**src/rtl/count_rr_scheduler_pkg.sv**
```systemverilog
// Shared types and defaults for the count round-robin scheduler.
package count_sched_pkg;

    typedef enum logic {
        IDLE,
        UPDATE
    } state_e;

    localparam int NUM_REQ_DEF = 4;
    localparam int WIDTH_DEF   = 8;

endpackage

```
**src/rtl/count_rr_scheduler_if.sv**
```systemverilog
// Request/ack, status and read-port bundle between the event sources and the scheduler.
interface count_rr_scheduler_if
    import count_sched_pkg::*;
#(
    parameter int NUM_REQ = NUM_REQ_DEF,
    parameter int WIDTH   = WIDTH_DEF,
    parameter int SEL_W   = $clog2(NUM_REQ)
);
    logic               count_en;
    logic               clr;
    logic [NUM_REQ-1:0] req;
    logic [NUM_REQ-1:0] ack;
    logic               busy;
    logic [NUM_REQ-1:0] ovf;
    logic [SEL_W-1:0]   rd_sel;
    logic [WIDTH-1:0]   rd_data;

    modport master (
        output count_en, clr, req, rd_sel,
        input  ack, busy, ovf, rd_data
    );

    modport slave (
        input  count_en, clr, req, rd_sel,
        output ack, busy, ovf, rd_data
    );
endinterface

```
**src/rtl/count_rr_scheduler_rr_pick.sv**
```systemverilog
// Combinational round-robin picker: first set request strictly after ptr_i, wrapping.
module rr_pick #(
    parameter int N     = 4,
    parameter int SEL_W = $clog2(N)
) (
    input  logic [N-1:0]     req_i,
    input  logic [SEL_W-1:0] ptr_i,
    output logic             valid_o,
    output logic [SEL_W-1:0] idx_o
);
    logic [SEL_W-1:0] cand;

    // Walk from the farthest candidate back to the nearest so the nearest one wins.
    always_comb begin
        valid_o = 1'b0;
        idx_o   = '0;
        cand    = '0;
        for (int k = N; k >= 1; k--) begin
            cand = SEL_W'((int'(ptr_i) + k) % N);
            if (req_i[cand]) begin
                valid_o = 1'b1;
                idx_o   = cand;
            end
        end
    end
endmodule

```
**src/rtl/count_rr_scheduler.sv**
```systemverilog
// Per-requester event counters sharing one incrementer under round-robin arbitration.
// state  | meaning
// IDLE   | waiting for count_en and a request; picks the next winner
// UPDATE | ack/busy asserted for grant_q; counter increments at the closing edge
module count_rr_scheduler
    import count_sched_pkg::*;
#(
    parameter int NUM_REQ = NUM_REQ_DEF,
    parameter int WIDTH   = WIDTH_DEF
) (
    input logic                 clock,
    input logic                 reset,
    count_rr_scheduler_if.slave bus
);
    localparam int SEL_W = $clog2(NUM_REQ);

    state_e             state_q;
    logic [SEL_W-1:0]   grant_q;
    logic [SEL_W-1:0]   rr_ptr_q;
    logic [WIDTH-1:0]   cnt_q [NUM_REQ];
    logic [NUM_REQ-1:0] ovf_q;
    logic [NUM_REQ-1:0] ack_q;
    logic               busy_q;

    logic               pick_valid;
    logic [SEL_W-1:0]   pick_idx;
    logic [WIDTH-1:0]   cnt_d;
    logic               wrap_d;
    logic [SEL_W:0]     rd_sel_ext;

    rr_pick #(
        .N     (NUM_REQ),
        .SEL_W (SEL_W)
    ) u_pick (
        .req_i   (bus.req),
        .ptr_i   (rr_ptr_q),
        .valid_o (pick_valid),
        .idx_o   (pick_idx)
    );

    assign cnt_d  = cnt_q[grant_q] + WIDTH'(1);
    assign wrap_d = &cnt_q[grant_q];

    always_ff @(posedge clock) begin
        if (reset) begin
            state_q  <= IDLE;
            grant_q  <= '0;
            rr_ptr_q <= SEL_W'(NUM_REQ - 1);
            ovf_q    <= '0;
            ack_q    <= '0;
            busy_q   <= 1'b0;
            for (int i = 0; i < NUM_REQ; i++) cnt_q[i] <= '0;
        end else begin
            case (state_q)
                IDLE: begin
                    if (bus.count_en && pick_valid) begin
                        grant_q <= pick_idx;
                        ack_q   <= NUM_REQ'(1) << pick_idx;
                        busy_q  <= 1'b1;
                        state_q <= UPDATE;
                    end
                end
                UPDATE: begin
                    cnt_q[grant_q] <= cnt_d;
                    if (wrap_d) ovf_q[grant_q] <= 1'b1;
                    rr_ptr_q <= grant_q;
                    ack_q    <= '0;
                    busy_q   <= 1'b0;
                    state_q  <= IDLE;
                end
                default: state_q <= IDLE;
            endcase
            // Clear overrides any increment landing on the same edge.
            if (bus.clr) begin
                ovf_q <= '0;
                for (int i = 0; i < NUM_REQ; i++) cnt_q[i] <= '0;
            end
        end
    end

    assign rd_sel_ext  = {1'b0, bus.rd_sel};
    assign bus.rd_data = (rd_sel_ext < (SEL_W+1)'(NUM_REQ)) ? cnt_q[bus.rd_sel] : '0;
    assign bus.ack     = ack_q;
    assign bus.busy    = busy_q;
    assign bus.ovf     = ovf_q;
endmodule

```
**src/flat_wrapper.sv**
```systemverilog
// flat-port wrapper written by rule: the top's interface ports become plain ports
module count_rr_scheduler_flat import count_sched_pkg::*;
#(
    parameter int NUM_REQ = NUM_REQ_DEF,
    parameter int WIDTH   = WIDTH_DEF
)
  (clock, reset, bus_count_en, bus_clr, bus_req, bus_rd_sel, bus_ack, bus_busy, bus_ovf, bus_rd_data);
  count_rr_scheduler_if #(.NUM_REQ(NUM_REQ), .WIDTH(WIDTH)) bus_i ();
  input logic clock;
  input logic reset;
  input wire logic [$bits(bus_i.count_en)-1:0] bus_count_en;
  input wire logic [$bits(bus_i.clr)-1:0] bus_clr;
  input wire logic [$bits(bus_i.req)-1:0] bus_req;
  input wire logic [$bits(bus_i.rd_sel)-1:0] bus_rd_sel;
  output wire logic [$bits(bus_i.ack)-1:0] bus_ack;
  output wire logic [$bits(bus_i.busy)-1:0] bus_busy;
  output wire logic [$bits(bus_i.ovf)-1:0] bus_ovf;
  output wire logic [$bits(bus_i.rd_data)-1:0] bus_rd_data;
  assign bus_i.count_en = bus_count_en;
  assign bus_i.clr = bus_clr;
  assign bus_i.req = bus_req;
  assign bus_i.rd_sel = bus_rd_sel;
  assign bus_ack = bus_i.ack;
  assign bus_busy = bus_i.busy;
  assign bus_ovf = bus_i.ovf;
  assign bus_rd_data = bus_i.rd_data;
  count_rr_scheduler #(.NUM_REQ(NUM_REQ), .WIDTH(WIDTH)) u_core (.clock(clock), .reset(reset), .bus(bus_i));
endmodule
```
**config.mk**
```make
export PLATFORM = sky130hd
export DESIGN_NAME = count_rr_scheduler_flat
export DESIGN_NICKNAME = d
export VERILOG_FILES = /design/src/rtl/count_rr_scheduler_pkg.sv /design/src/rtl/count_rr_scheduler_if.sv /design/src/rtl/count_rr_scheduler_rr_pick.sv /design/src/rtl/count_rr_scheduler.sv /design/src/flat_wrapper.sv
export SDC_FILE = /design/constraint.sdc
export NUM_CORES = 1
export LEC_CHECK = 0
export CAP_MARGIN = 10
export CELL_PAD_IN_SITES_DETAIL_PLACEMENT = 1
export CELL_PAD_IN_SITES_GLOBAL_PLACEMENT = 2
export CORE_ASPECT_RATIO = 2
export CORE_UTILIZATION = 41
export DETAILED_ROUTE_END_ITERATION = 12
export PLACE_DENSITY_LB_ADDON = 0.1
export SLEW_MARGIN = 20
export SYNTH_ARGS = -nofsm -noshare
export SYNTH_HDL_FRONTEND = slang
export SYNTH_HIERARCHICAL = 1
export SYNTH_SLANG_ARGS = --single-unit
```
**constraint.sdc**
```tcl
create_clock -name clock -period 4.4 [get_ports clock]
set_input_delay 0.88 -clock clock [delete_from_list [all_inputs] [get_ports clock]]
set_output_delay 0.88 -clock clock [all_outputs]
set_load 0.005 [all_outputs]
```
# After elaboration in Yosys (flattened, before gate mapping)
# Memory sizes are Yosys's and may differ from the RTL's. A register that Yosys moved wholly into a read port is not among the register bits.
# Index checks and enable logic that the tools add are counted.
word_totals:
  ff_bits: 14
  ram_bits: 32
  in_bits: 10
  out_inout_bits: 17
  wordCells: 91
  memories: 1
classes:
  addsub: 5
  order_cmp: 7
  eq_ne: 5
  shift: 1
  mux: 42
  bitwise_logic: 18
  reduce_logical: 6
mem_list:
  columns: ["name", "depth", "word_bits", "read_ports", "rd_clocked_by_memory_dff", "wr", "line_no", "text"]
  rows:
  - ["u_core.cnt_q", 4, 8, 2, 1, 4, "count_rr_scheduler.sv:20", "logic [WIDTH-1:0] cnt_q [NUM_REQ];"]
op_table:
  columns: ["cell", "count"]
  rows:
  - ["$mux W8", 6]
  - ["$mux W1", 20]
  - ["$lt A2 B3 Y1 const B", 6]
  - ["$mux W2", 7]
  - ["$reduce_and A9 Y1", 1]
  - ["$add A8 B1 Y8 const B", 1]
  - ["$and A1 B1 Y1", 8]
  - ["$bmux W1 S2", 4]
  - ["$eq A2 B2 Y1 const B", 4]
  - ["$pmux W4 S2", 1]
  - ["$reduce_or A8 Y1", 1]
  - ["$not A1 Y1", 5]
  - ["$add A2 B1 Y2 const B", 2]
  - ["$add A2 B2 Y2 const B", 2]
  - ["$mux W4", 1]
  - ["$or A1 B1 Y1", 4]
  - ["$or A4 B4 Y4", 1]
  - ["$pmux W1 S2", 2]
  - ["$shl A1 B2 Y4 const A", 1]
  - ["$demux W1 S2", 1]
  - ["$ge A2 B1 Y1 const B", 1]
  - ["$logic_and A1 B1 Y1", 2]
  - ["$ne A2 B1 Y1 const B", 1]
  - ["$reduce_and A2 Y1", 1]
  - ["$reduce_or A2 Y1", 1]

# Depth between registers and ports, before layout
depth:
  word_depth: 11
  mapped_depth: 7
  depth_no_buf: 6

# By module
# The synthesis kept the hierarchy.
by_module_without_submodules:
  columns: ["mod", "instances", "cells_per_inst", "area_per_inst_um2", "seq_area_each_um2"]
  rows:
  - ["count_rr_scheduler", 1, 180, 2283.4, 1281.2]
  - ["rr_pick", 1, 14, 91.3, 0.0]

# Worst setup path after synthesis
# Ideal clock, no wire load.
synth_path:
  path_kind: "input -> output"
  start: "input port bus_rd_sel[0]"
  end: "output port bus_rd_data[0]"
  arrival_ns: 1.867
  required_time_ns: 3.520
  path_slack_ns: 1.653
  path_stages: 2
  n_path_buf: 1
  cell_sequence: "clkbuf_1 -> mux4_2"
synth_via:
  elab_chain_len: 2
  word_cells_on_any_way: 3
  cone_classes: "order compare: 1; mux: 1; memory: 1"
synth_lines:
  columns: ["item", "line_no", "text"]
  rows:
  - ["from (decl)", "flat_wrapper.sv:14", "input wire logic [$bits(bus_i.rd_sel)-1:0] bus_rd_sel;"]
  - ["$lt A2 B3 Y1 / $mem_v2 Z4 W8 (equally long branches)", null, null]
  - ["$mux W8 (*)", "count_rr_scheduler.sv:82", "assign bus.rd_data = (rd_sel_ext < (SEL_W+1)'(NUM_REQ)) ? cnt_q[bus.rd_sel] : '0;"]
  - ["to (decl)", "flat_wrapper.sv:18", "output wire logic [$bits(bus_i.rd_data)-1:0] bus_rd_data;"]
# Mark *: on every way between the ends. The rest lies on a longest branch, timed or not.

# Worst setup path after layout
layout_path:
  start: "input port bus_rd_sel[0]"
  end: "output port bus_rd_data[7]"
# The elaborated chain is that of the path after synthesis.

==> impl_metrics.json <==
{
  "synth_area_leaders": "edfxtp_1 (40%), dfxtp_1 (13%), mux4_2 (11%), a21oi_1 (4.4%), mux4_1 (4.4%)",
  "post_synth_num_cell_types": 38,
  "std_cell_rows": 38,
  "initial_core_util_pct": 43.1,
  "grt_pass1_vias": 1832,
  "grt_overflow": 0,
  "drt-total-wl_um": 5790,
  "drive_above_1_share_pct": 14.8,
  "drt-pass1-iter-count": 3,
  "die_x_um": 55.8,
  "synth-seq-area-share_pct": 54.0,
  "cts_resized": 0,
  "synth_largest_area_cell": "edfxtp_1",
  "cap_viol_max_count": 0,
  "vdd_ir_drop_max_uv": 253,
  "portBuffers": 26,
  "area_growth_pct": 15.7,
  "clkSlewWorstSetupHoldPaths_ns": 0.08,
  "avgSynthCellArea_um2": 12.2,
  "path_class": "in2out",
  "fin_tns_setup_ns": 0,
  "syn_inst": 194,
  "core_mm2": 0.00552,
  "ant_nets": 0,
  "synth_warnings": 6,
  "die_h_um": 110,
  "fmax_mhz": 273,
  "cts_tree": "done",
  "numCtsBuffers": 5,
  "grt_start_max_net_pins": 15,
  "p_sw_w": 0.000226,
  "synth-edff-count": 32,
  "cts_root_buf": "clkbuf_8",
  "cts_max_level": 2,
  "synth_nets": 205,
  "grt_pass1_wl_um": 9230,
  "cp-end-kind": "primary output",
  "swShare_pct": 24.9,
  "antenna_found_initial": 0,
  "p_comb_share_pct": 12.8,
  "netlist.area_leader.share_pct": 40.5,
  "async_flop_share_pct": 0,
  "dp_hpwl_um": 4410,
  "cts_setup_buffers": 0,
  "synth_common_cells": "edfxtp_1 (32), nor2_1 (27), a21oi_1 (21)",
  "slew_viol_final": 0,
  "finalSetupViolCount": 0,
  "power.internal_w": 0.000683,
  "fin_crit_ns": 3.66,
  "wl_per_cell_um": 21.0,
  "drt-initial-drc-count": 22,
  "min_path_type": "reg2reg",
  "tightest_slew_ns": 0.610,
  "clkLatencyLatePin_ns": 0.30,
  "maxSlewHeadroom_pct": 59.2,
  "vias_per_cell": 5.99,
  "die_area_mm2": 0.00612,
  "cp.arrival_ns": 2.78,
  "ys.flop_type": "edfxtp_1",
  "rsz0062_at_grt": "no",
  "yosysMostFrequentCell": "edfxtp_1",
  "required_ns": 3.52,
  "status": "finished, final reports clean",
  "leakagePower_nw": 0.949,
  "synth_area_mm2": 0.00237,
  "p_clk_share_pct": 30.1,
  "cts.sinks": 48,
  "fin_skew_ns": 0.00685,
  "p_seq_share_pct": 57.1,
  "power_density_mw_per_mm2": 331,
  "synth-seq-cells": 48,
  "grt_use_total_pct": 20.7,
  "fill_cells": 583,
  "path_max_fanout": 8,
  "hold_violations": 0,
  "ctsHoldBuffers": 0,
  "route.vias.total": 1653,
  "antennaDiodeCount": 0,
  "nNetsFinal": 226,
  "top_level_ports": 27,
  "drcViolationCount": 0,
  "fin_crit_sh_pct": 83.2,
  "clockBufferDepth": 2,
  "place_congestion": 0.829,
  "start_kind": "input pin",
  "finalPower_w": 0.000909
}
## cells in the final DEF (no fill, tap or decap), types with 3 or more instances in the layout
| master | Yosys | layout |
|---|---|---|
| edfxtp_1 | 32 | 32 |
| or3_4 | 3 | 3 |
| nand2_1 | 14 | 14 |
| or2_2 | 4 | 4 |
| nor3_1 | 5 | 5 |
| clkbuf_8 | 0 | 6 |
| and2_1 | 4 | 4 |
| nor2_1 | 27 | 27 |
| nand3_1 | 3 | 3 |
| nand2b_1 | 5 | 5 |
| a21oi_1 | 21 | 21 |
| o21ai_0 | 5 | 5 |
| a22o_1 | 4 | 4 |
| mux4_1 | 4 | 4 |
| clkdlybuf4s50_1 | 0 | 26 |
| dfxtp_1 | 16 | 16 |
| mux4_2 | 12 | 12 |
## worst paths after layout
check                          startpoint                          endpoint  slack (ns)  depth (start not counted)
max                         bus_rd_sel[0]                    bus_rd_data[7]        0.74                          3
min          u_core/bus.busy$_SDFFE_PP0P_      u_core/bus.busy$_SDFFE_PP0P_        0.48                          2
max reg2reg                      register  u_core/cnt_q[2][4]$_SDFFCE_PN0P_        1.86                          5
min reg2reg  u_core/bus.busy$_SDFFE_PP0P_      u_core/bus.busy$_SDFFE_PP0P_        0.48                          2
## power groups by stage
stage	clock network (W)	logic (W)	registers, W
final	0.000274	0.000117	0.000518
after global routing	0.000300	0.000126	0.000522
after CTS	0.000279	0.000118	0.000519
after detailed placement	0	0.000117	0.000530
after global placement	0	0.000113	0.000527
after floorplan	0	0.0000776	0.000518
## metrics by stage
stage,hold slack (ns),area (µm²),util (%),setup WS [ns],instances
global placement,0.449,2660,48.1,0.720,268
global route,0.499,2750,49.8,0.630,276
finish,0.478,2750,49.8,0.741,276
CTS,0.485,2750,49.8,0.702,276
detailed placement,0.468,2660,48.1,0.709,268
floorplan,0.448,2370,-,1.65,194
## worst max-delay path, cell delays in order
cell             delay [ns]
clkdlybuf4s50_1        0.86
mux4_2                 0.58
clkdlybuf4s50_1        0.46
## registers in the layout (all words and copies together), names as in the netlist, named ones only
signal and cells:
u_core/bus.busy 1, u_core/cnt_q 32, u_core/rr_ptr_q 2, u_core/state_q 1
u_core/grant_q 2, u_core/bus.ack 4, u_core/bus.ovf 4
## logic make-up after synthesis
logic type,Yosys count,synth area share [%]
compound gates,35,8.96
flops,48,54.0
simple gates,77,16.8
fa+ha+maj,1,0.527
buf+inv,13,2.48
mux,17,16.2
xor+xnor,3,1.11
## final cells by class
type                       instances  area (µm²)  area share, %
clock inverter                     2        10.0          0.364
sequential                        48        1280           46.6
tap                               60        75.1           2.73
inverter                           1        3.75          0.137
timing repair buffer              26         260           9.47
clock buffer                       6        82.6           3.01
multi-input combinational        133        1030           37.7
## routing by layer
layer	track usage [%]	wire length, µm	vias up
met4	13.2	208	0
met2	39.5	3340	36
met3	4.12	152	17
li1	-	-	766
met5	0	0	-
met1	19.9	2090	834
Power figures use the tool's default switching activity.
==> RTL edit 1 (same settings) <==
Set the package constant `WIDTH_DEF` to 9 (it was 8).
--- a/src/rtl/count_rr_scheduler_pkg.sv
+++ b/src/rtl/count_rr_scheduler_pkg.sv
@@ -8,5 +8,5 @@
 
     localparam int NUM_REQ_DEF = 4;
-    localparam int WIDTH_DEF   = 8;
+    localparam int WIDTH_DEF   = 9;
 
 endpackage
Ports: changed (resized bus_rd_data); port bits go from 27 to 28. No check against the original RTL was run, so the function may have changed too.
==> RTL edit 1 against the original RTL <==
Non-clock buffer count rose by 5; routed wire length rose by 18%; total power rose by 21%; final area rose by 14%; cell count rose by 16%; worst setup slack improved by 0.21 ns; largest power group unchanged; core utilization rose by 1.5 points; maximum frequency rose by 6.1%; highest routed layer unchanged; sequential cell count rose by 4; via count rose by 9.1%; area after synthesis rose by 10%; combinational power rose by 7%.
==> RTL edit 1: results (changes against the original RTL) <==
[timing]
tightest_slew_ns=0.708  ; +0.0973 ns
period_share_pct=78.4  ; -4.8 points
skew_ns=0.00365  ; -0.00320 ns
finalHoldViolCount=0  ; unchanged

[pwr]
ir_drop_uv=264  ; +4.0%
powerSeq_uw=564  ; +8.9%
cellLeakagePower_nw=1.11  ; +17%
p_comb_share_pct=11.3  ; -1.5 points

[finish]
final.fill_count=674  ; +16%
drive_gt1_share_pct=15.2  ; +0.38 points
multi_input_area_um2=1150  ; +11%
num-multi-input-gates=142  ; +6.8%
regMostFlops=u_core/cnt_q
sh_seq_area_pct=44.8  ; -1.9 points
n_antenna_cell=0  ; unchanged
nNonClkBuffers=31  ; +19%
clock_area_share_pct=5.00  ; +1.6 points
buffer_area_share_pct=9.59  ; +0.12 points
inv_count=4  ; +3
nClkBuffers=8  ; +2
num-nets-final=247  ; +9.3%

[synth]
yosysSeqAreaShare_pct=53.5  ; -0.44 points
synth_seq_cells=52  ; +8.3%
yosys-top-cells-area=edfxtp_1 (41%), dfxtp_1 (12%), mux4_2 (10%)
synth_commonest_cells=edfxtp_1 (36), nor2_1 (26), a21oi_1 (22)
synth_nets=220  ; +7.3%
ys_types=42  ; +11%
synth-edff-count=36  ; +13%
synth_warnings=6  ; unchanged

[place]
gp_congestion=0.763  ; -8.1%
dpl_worst_slack_ns=0.932  ; +0.223 ns
dpl.hpwl_um=5140  ; +17%
port_buffers=27  ; +3.8%

[worst_setup_path]
r2r_setup_slack_ns=1.76  ; -0.10 ns
crit_slowest_cell=mux4_2
crit_fanout=9  ; +1
r2r_end=u_core/cnt_q[2][8]$_SDFFCE_PN0P_
crit_arrival_ns=2.57  ; -0.21 ns
slowest_delay_ns=0.54  ; -0.32 ns
crit_end=bus_rd_data[5]

[hold_path]
holdPathEnd=u_core/bus.ack[3]$_SDFFE_PP0P_
min_from=u_core/bus.ack[3]$_SDFFE_PP0P_

[cts]
cts_root_buffer=clkbuf_16

[global_routing]
grt_pass1_wl_um=10700  ; +16%
grt_pass1_vias=1961  ; +7.0%
track_usage_pct=22.6  ; +1.9 points
grtUsageMet3_pct=4.05  ; -0.068 points
met2_usage_pct=45.8  ; +6.3 points
grt_max_degree=16  ; +1

[route]
wl_met3_um=153  ; +0.66%
wl_um=6820  ; +18%
wl_met1_um=2350  ; +12%
num_vias=1804  ; +9.1%
first_iter_violations=58  ; +160%
wl_met2_um=4250  ; +27%
dr.pass1.iters=4  ; +1
highest_layer=met4

[run_status]
status=finished, final reports clean

[RTL edit 1: critical path: cells and delay by family]
family,cells,cell delay (ns)
buffers and inverters,3,1.15
multiplexers,1,0.54
[RTL edit 1: kinds of logic (layout without fill, tap and decap cells)]
| family | after synthesis | in the layout | synth area share (%) |
|---|---|---|---|
| AO/OA/AOI/OAI | 35 | 35 | 7.98 |
| XOR/XNOR | 3 | 3 | 1.00 |
| adder cells (fa/ha/maj) | 1 | 1 | 0.478 |
| buffers and inverters | 15 | 43 | 2.48 |
| flip-flops | 52 | 52 | 53.5 |
| multiplexers | 23 | 23 | 18.3 |
| AND/OR/NAND/NOR | 80 | 80 | 16.2 |
[RTL edit 1: metrics by stage]
stage	power [mW]	cell area, µm²	utilization, %	hold slack, ns	std cells
final	1.10	3130	51.3	0.473	321
after global routing	1.14	3130	51.3	0.485	321
after CTS	1.11	3130	51.3	0.480	321
after detailed placement	0.701	2970	48.7	0.467	313
after global placement	0.692	2970	48.7	0.441	313
after floorplan	0.645	2620	-	0.448	209
==> RTL edit 2 (config.mk and constraints unchanged) <==
Without the edit above. Reset style: asynchronous (`reset`), changed in one clocked block.
--- a/src/rtl/count_rr_scheduler.sv
+++ b/src/rtl/count_rr_scheduler.sv
@@ -42,5 +42,5 @@
     assign wrap_d = &cnt_q[grant_q];
 
-    always_ff @(posedge clock) begin
+    always_ff @(posedge clock or posedge reset) begin
         if (reset) begin
             state_q  <= IDLE;
Function: differs if reset is asserted again (counterexample within 4 cycles, from zero or initial values and one cycle with reset high); with reset held inactive, the same outputs for 10 cycles.
==> RTL edit 2 against the original RTL <==
Clock skew increased by 0.0040 ns; worst setup slack better by 0.053 ns; final area grew 5.6%; largest cell class is now multi-input combinational cells; register-to-register slack got worse by 0.06 ns; worst hold slack gained 0.030 ns; sequential cell count down 2; core utilization grew 0.98 points; routed wire length rose by 15%; area after synthesis is 2.8% higher; maximum frequency rose by 1.5%; via count grew 13%; critical endpoint is now bus_rd_data[2].
Power is not compared: it rests on default switching activity, and its combinational part moved more than twofold at a synthesized area within 25%.
==> RTL edit 2: results (changes against the original RTL) <==
[flow_run]
maxCapViolCount=0  ; unchanged

[place]
gp_congestion=0.704  ; -15%
dpl.hpwl_um=4550  ; +3.3%

[worst_setup_path]
slowest_delay_ns=0.62  ; -0.24 ns
r2r_setup_slack_ns=1.80  ; -0.06 ns
crit_end=bus_rd_data[2]
r2r_end=u_core/cnt_q[22]$_DFFE_PP0P_
crit_fanout=5  ; -3
crit_arrival_ns=2.73  ; -0.05 ns

[route]
first_iter_violations=47  ; +110%
wl_um=6680  ; +15%
dr.pass1.iters=4  ; +1
num_vias=1867  ; +13%

[synth]
synth_compound_area_share_pct=14.1  ; +5.2 points
yosysSeqAreaShare_pct=47.3  ; -6.7 points
synth_commonest_cells=dfrtp_1 (44), nor2_1 (44), a211oi_1 (16)
synth.area.mux_share_pct=19.0  ; +2.7 points
synth_xor_xnor_area_share_pct=1.08  ; -0.030 points
synth_fa_ha_area_share_pct=0.513  ; -0.014 points
yosys-top-cells-area=dfrtp_1 (45%), mux4_2 (10%), nor2_1 (6.8%)
synth_top_flop_cell=dfrtp_1
synth_warnings=6  ; unchanged
synth_async_sr_flop_share_pct=100  ; +100 points
synth_nets=221  ; +7.8%

[pwr]
power_mw=1.41
ir_drop_uv=432

[global_routing]
grt_pass1_vias=2201  ; +20%
grt_pass1_wl_um=11400  ; +23%
track_usage_pct=24.1  ; +3.4 points
grt_max_degree=47  ; +32

[timing]
hold-worst-slack_ns=0.509  ; +0.0305 ns
skew_ns=0.0108  ; +0.00396 ns
tightest_slew_ns=0.808  ; +0.198 ns

[finish]
final.fill_count=623  ; +6.9%
num-nets-final=242  ; +7.1%
drive_gt1_share_pct=15.1  ; +0.27 points
n_antenna_cell=0  ; unchanged

[hold_path]
holdPathEnd=u_core/bus.busy$_DFFE_PP0P_
hold_depth=2  ; unchanged
min_from=u_core/bus.busy$_DFFE_PP0P_
hold_path.class=flip-flop to flip-flop

[cts]
clk_pin_slew_worst_paths_ns=0.06  ; -0.02 ns
h-tree-depth=2  ; unchanged
insertion_delay_ns=0.30  ; about the same
numCtsBuffers=5  ; unchanged
cts_root_buffer=clkbuf_16

[run_status]
status=finished, final reports clean

[RTL edit 2: changes by cell type after synthesis, sizes merged, moves of 12 or more]
cell and change:
a21oi -14, a311oi +12, dfrtp +44, nor2 +16
a211oi +16, edfxtp -32, dfxtp -16
[RTL edit 2: stage by stage]
step	setup slack (ns)	instances	instance area, µm²
3_3_place_gp	0.782	285	2730
4_1_cts	0.755	293	2890
3_5_place_dp	0.760	285	2730
6_report	0.794	293	2900
5_1_grt	0.710	293	2900
2_1_floorplan	1.65	210	2440
[RTL edit 2: cell type report]
class / instances / area (µm²) / share of cell area [%]
multi-input combinational: 144 / 1200 / 41.3
sequential: 46 / 1150 / 39.8
timing repair buffer: 30 / 290 / 10.0
clock buffer: 8 / 166 / 5.74
tap: 61 / 76.3 / 2.63
inverter: 4 / 15.0 / 0.518
[RTL edit 2: cells by family (layout without fill, tap and decap cells)]
logic type	after synthesis	count (layout)
AO/OA/AOI/OAI	46	46
multiplexers	24	24
adder cells (fa/ha/maj)	1	1
flip-flops	46	46
buffers and inverters	20	42
XOR/XNOR	3	3
AND/OR/NAND/NOR	70	70
[RTL edit 2: tightest hold or removal path: cells and delay by family (launching register included)]
kind	cells	cell delay [ns]
DFF	1	0.34
and+or+nand+nor	1	0.08
AOI/OAI and AO/OA	1	0.04
[RTL edit 2: routing by layer]
layer  part of all wire (%)  wire, µm  GRT usage, %  vias to the layer above
li1                       -         -             -                      834
met1                     36      2380          24.5                      982
met2                     59      3940          45.3                       39
met3                    3.0       199          3.97                       12
met4                    2.4       159          11.5                        0
met5                      0         0             0                        -
[RTL edit 2: power by group]
part	total, mW	switching (mW)	internal [mW]	leakage (nW)
Sequential	0.603	0.106	0.497	0.618
Combinational	0.393	0.200	0.192	0.466
Clock	0.416	0.159	0.257	0.0832
Total	1.41	0.465	0.946	1.17
